[config.mk]
export PLATFORM = sky130hd
export DESIGN_NAME = if_stage
export DESIGN_NICKNAME = d
export VERILOG_FILES = /design/src/rtl/if_stage.sv
export SDC_FILE = /design/constraint.sdc
export NUM_CORES = 1
export LEC_CHECK = 0
export ABC_AREA = 1
export CAP_MARGIN = 15
export CORE_MARGIN = 2
export CORE_UTILIZATION = 47
export DETAILED_ROUTE_END_ITERATION = 10
export PLACE_DENSITY = 0.86
export SLEW_MARGIN = 20
export SYNTH_ARGS = -nofsm -noshare
export SYNTH_HDL_FRONTEND = slang
export SYNTH_SLANG_ARGS = --single-unit
[constraint.sdc]
create_clock -name clk -period 2.6 [get_ports clk]
set_input_delay 0.26 -clock clk [delete_from_list [all_inputs] [get_ports clk]]
set_output_delay 0.26 -clock clk [all_outputs]
set_load 0.03 [all_outputs]
[src/rtl/if_stage.sv]
// if_stage: instruction-fetch stage with PC register and IF/ID pipeline register
// Ports: clk/rst (sync, active-high); pc_stall_en holds PC; IFID_Wr enables IF/ID load;
//        redirect_en/redirect_pc steer PC and flush IF/ID; imem_addr/imem_rdata form the
//        async-read instruction-memory port; IFID_* feed ID; pc is the current fetch PC.
// Optional: define IF_STAGE_PERF_CNT_EN to add stall_cnt/flush_cnt outputs.
module if_stage #(
    parameter logic [31:0] RESET_PC = 32'h0000_3000,
    parameter logic [31:0] NOP_INST = 32'h0000_0000
) (
    input  logic        clk,
    input  logic        rst,
    input  logic        pc_stall_en,
    input  logic        IFID_Wr,
    input  logic        redirect_en,
    input  logic [31:0] redirect_pc,
    output logic [31:0] imem_addr,
    input  logic [31:0] imem_rdata,
    output logic [31:0] IFID_pc,
    output logic [31:0] IFID_pc_plus4,
    output logic [31:0] IFID_inst,
    output logic        IFID_valid,
`ifdef IF_STAGE_PERF_CNT_EN
    output logic [31:0] pc,
    output logic [31:0] stall_cnt,
    output logic [31:0] flush_cnt
`else
    output logic [31:0] pc
`endif
);
    logic [31:0] pc_plus4;
    assign pc_plus4  = pc + 32'd4;
    assign imem_addr = pc;
    always_ff @(posedge clk) begin
        if (rst) begin
            pc            <= RESET_PC;
            IFID_pc       <= '0;
            IFID_pc_plus4 <= '0;
            IFID_inst     <= NOP_INST;
            IFID_valid    <= 1'b0;
        end else begin
            pc <= redirect_en ? {redirect_pc[31:2], 2'b00} : pc_stall_en ? pc : pc_plus4;
            // a redirect flushes even a stalled ID slot: that instruction is wrong-path
            if (redirect_en) begin
                IFID_pc       <= '0;
                IFID_pc_plus4 <= '0;
                IFID_inst     <= NOP_INST;
                IFID_valid    <= 1'b0;
            end else if (IFID_Wr) begin
                IFID_pc       <= pc;
                IFID_pc_plus4 <= pc_plus4;
                IFID_inst     <= imem_rdata;
                IFID_valid    <= 1'b1;
            end
        end
    end
`ifdef IF_STAGE_PERF_CNT_EN
    always_ff @(posedge clk) begin
        if (rst) begin
            stall_cnt <= '0;
            flush_cnt <= '0;
        end else begin
            stall_cnt <= stall_cnt + {31'd0, pc_stall_en & ~redirect_en};
            flush_cnt <= flush_cnt + {31'd0, redirect_en};
        end
    end
`endif
endmodule

==> metrics.md <==
| Metric | Value |
|---|---|
| Port Buffers | `219` |
| Hpwl dp | `11500 um` |
| Final setup violation count | `0` |
| Core area | `0.0116 mm2` |
| Sequential cell area | `0.00246 mm2` |
| Setup Buffers After CTS | `0` |
| Leading area contributor after synthesis | `dfxtp_1` |
| Hold violation count in the final report | `0` |
| Status | `complete, no violations` |
| #FFs+latches synth | `123` |
| Pwr per Cell Area | `637 mW/mm2` |
| Hold/Removal Path Class | `primary input to flop` |
| Area grow syn2layout | `47.6%` |
| Critical-path cell list | `clkdlybuf4s50_1` |
| Critical Path End Type | `primary output` |
| Avg WL per Cell | `14.4 um` |
| Avg Cell Area, Syn | `6.92 um2` |
| Post-synth top area share | `0.437` |
| Die height | `113 um` |
| Max IR drop VDD | `0.000551 V` |
| Initial DRC Count | `379` |
| ANT nets after route | `0` |
| CP max stage delay | `0.75 ns` |
| Critical path type | `flop to primary output` |
| Clk_lat worst skew | `0.41 ns` |
| Number of fillers in the final layout | `922` |
| Post-Route WL | `16500 um` |
| Leak | `3.42 nW` |
| Post-layout min period | `1.93 ns` |
| Crit-path max FO | `7` |
| Crit path launch type | `flop` |
| First-pass GRT wire length | `26900 um` |
| Via count | `5714` |
| Grt ovf | `0` |
| Clock root buffer | `clkbuf_16` |
| I/O pin cnt | `230` |
| Bufs on Longest Clock Path | `2` |
| Routability cong. | `0.856` |
| CP required | `2.34 ns` |
| Clock-pin slew on the worst setup and hold paths | `0.05 ns` |
| Synth unique cells | `27` |
| DRC violations left | `0` |
| Antenna cells | `0` |
| Clock skew | `0.00422 ns` |
| Post-Layout Inst Area | `0.00832 mm2` |
| Post-CTS Resized | `0` |
| Drt first pass iters | `5` |
| Crit path depth | `1` |
| Critical path arrival | `1.67 ns` |
| Die area | `0.0129 mm2` |
| Initial antenna violation count | `0` |
| Vias in the first global route | `5397` |
| Synth top area cells | `dfxtp_1, nand2_1, a21oi_1, nor2_1, buf_4` |
| GRT Max-Usage Layer | `met2` |
| Met3 GRT Util | `0.0733` |
| Largest net degree at the start of global routing | `112` |
| Ys Warns | `0` |
| Register area share after synthesis | `0.437` |
| Max cap viols | `0` |
| Worst-Margin Slew | `0.570 ns` |
| Ratio of final minimum period to clock period | `0.741` |
| Post-Syn Instances | `814` |
| Setup TNS | `0 ns` |
| Register-to-Register Path Depth | `10` |
| M1 GR Usage | `0.321` |
| Layout Nets | `1061` |
| Initial Utilization | `0.487` |
| Number of vias per cell | `4.98` |
| Hold-critical path depth | `3` |
| Hold_buf cts | `0` |
| Delay-heaviest family, CP | `buffers and inverters` |
| Slew Limit Headroom | `0.619` |
| RSZ-0062 raised after global routing | `no` |
| Global routing usage on met2 | `0.430` |
| TritonCTS buffer count | `17` |
| Core Rows | `39` |
| Fmax | `519 MHz` |
| CP Buf/Inv Count | `1` |
| CTS tree | `done` |
| Cell count after placement | `1115` |
| Post-Synthesis Cell Area | `0.00563 mm2` |
| CTS H-tree depth | `4` |
| Multi-input combinational cell area | `0.00247 mm2` |
| Clock sink count | `123` |
| Max Slew Vio Count | `0` |
| Crit-path slowest cell | `clkdlybuf4s50_1` |
| Total Routing Usage GR | `0.261` |
| Placed instance area | `0.00770 mm2` |
| Layout cells sized above 1 | `0.0627` |
| Final Non-Filler Cells | `1147` |
| Die Width | `113 um` |
[kinds of logic after synthesis]
family,synth area share
simple gates,0.260
compound gates,0.148
buf+inv,0.129
flops,0.437
xor+xnor,0.0233
fa+ha+maj,0.00222
other cells,0.000666
[flip-flops by register name (all words and copies together) (netlist names)]
signal         count
IFID_inst         32
IFID_pc           30
IFID_pc_plus4     30
IFID_valid         1
imem_addr         30
[report_power, final]
part | leakage [nW] | internal (W) | switching (W)
combinational | 2.11 | 0.000347 | 0.000480
clock | 0.307 | 0.00163 | 0.000801
sequential | 1.01 | 0.00196 | 0.0000815
total | 3.42 | 0.00394 | 0.00136
[worst paths after layout]
path | to | from | slack, ns
max | imem_addr[8] | imem_addr[8] | 0.67
min | IFID_inst[31] | imem_rdata[31] | 0.41
max reg2reg | IFID_pc_plus4[24] | imem_addr[2] | 0.74
min reg2reg | IFID_pc[17] | IFID_pc[17] | 0.46
[metal layers]
metal  share of wire  up-vias
li1                -     2866
met1            0.43     2566
met2            0.47      240
met3           0.069       42
met4           0.027        0
met5               0        -
[layout make-up]
type                       instances  area share
clock inverter                     7      0.0132
tap                              143      0.0215
timing repair buffer             229       0.277
sequential                       123       0.296
multi-input combinational        544       0.297
clock buffer                      25      0.0608
inverter                          76      0.0343
[cell usage in the layout, fill, tap and decap left out, types with 5 or more instances in the layout]
cell type          n
a21oi_1           82
a22o_1             5
a31oi_1            7
buf_4              8
clkbuf_16         17
clkbuf_8           5
clkdlybuf4s50_1  218
conb_1             8
dfxtp_1          123
inv_1             73
nand2_1          233
nand2_2            6
nand3_1           19
nor2_1            86
nor2_2             9
o21ai_0           55
xor2_1            12
[Yosys cell counts]
| cell | number |
|---|---|
| nor2_4 | 4 |
| buf_1 | 1 |
| dfxtp_1 | 123 |
| a21oi_1 | 82 |
| nand3_1 | 19 |
| o21ai_0 | 55 |
| nand2_4 | 1 |
| clkbuf_1 | 34 |
| a221oi_1 | 2 |
| ha_1 | 1 |
| o21ai_1 | 4 |
| a22o_1 | 5 |
| nor2_1 | 87 |
| xor2_1 | 12 |
| nor3_1 | 1 |
| buf_2 | 5 |
| nand2_2 | 6 |
| a21o_1 | 3 |
| inv_1 | 73 |
| nor2_2 | 8 |
| buf_4 | 38 |
| nand2_1 | 233 |
| conb_1 | 1 |
| a31oi_1 | 7 |
| inv_2 | 3 |
| xnor2_1 | 3 |
| and2_1 | 3 |
[through the flow]
stage / hold slack [ns] / utilization / total power, W / setup WS, ns
after floorplan: 0.400 / - / 0.00256 / 0.857
after global placement: 0.448 / 0.666 / 0.00289 / 0.711
after detailed placement: 0.453 / 0.666 / 0.00291 / 0.667
after CTS: 0.395 / 0.719 / 0.00532 / 0.670
after global routing: 0.407 / 0.719 / 0.00548 / 0.520
final: 0.405 / 0.719 / 0.00530 / 0.675
No activity file was read; power rests on OpenSTA's default activity.
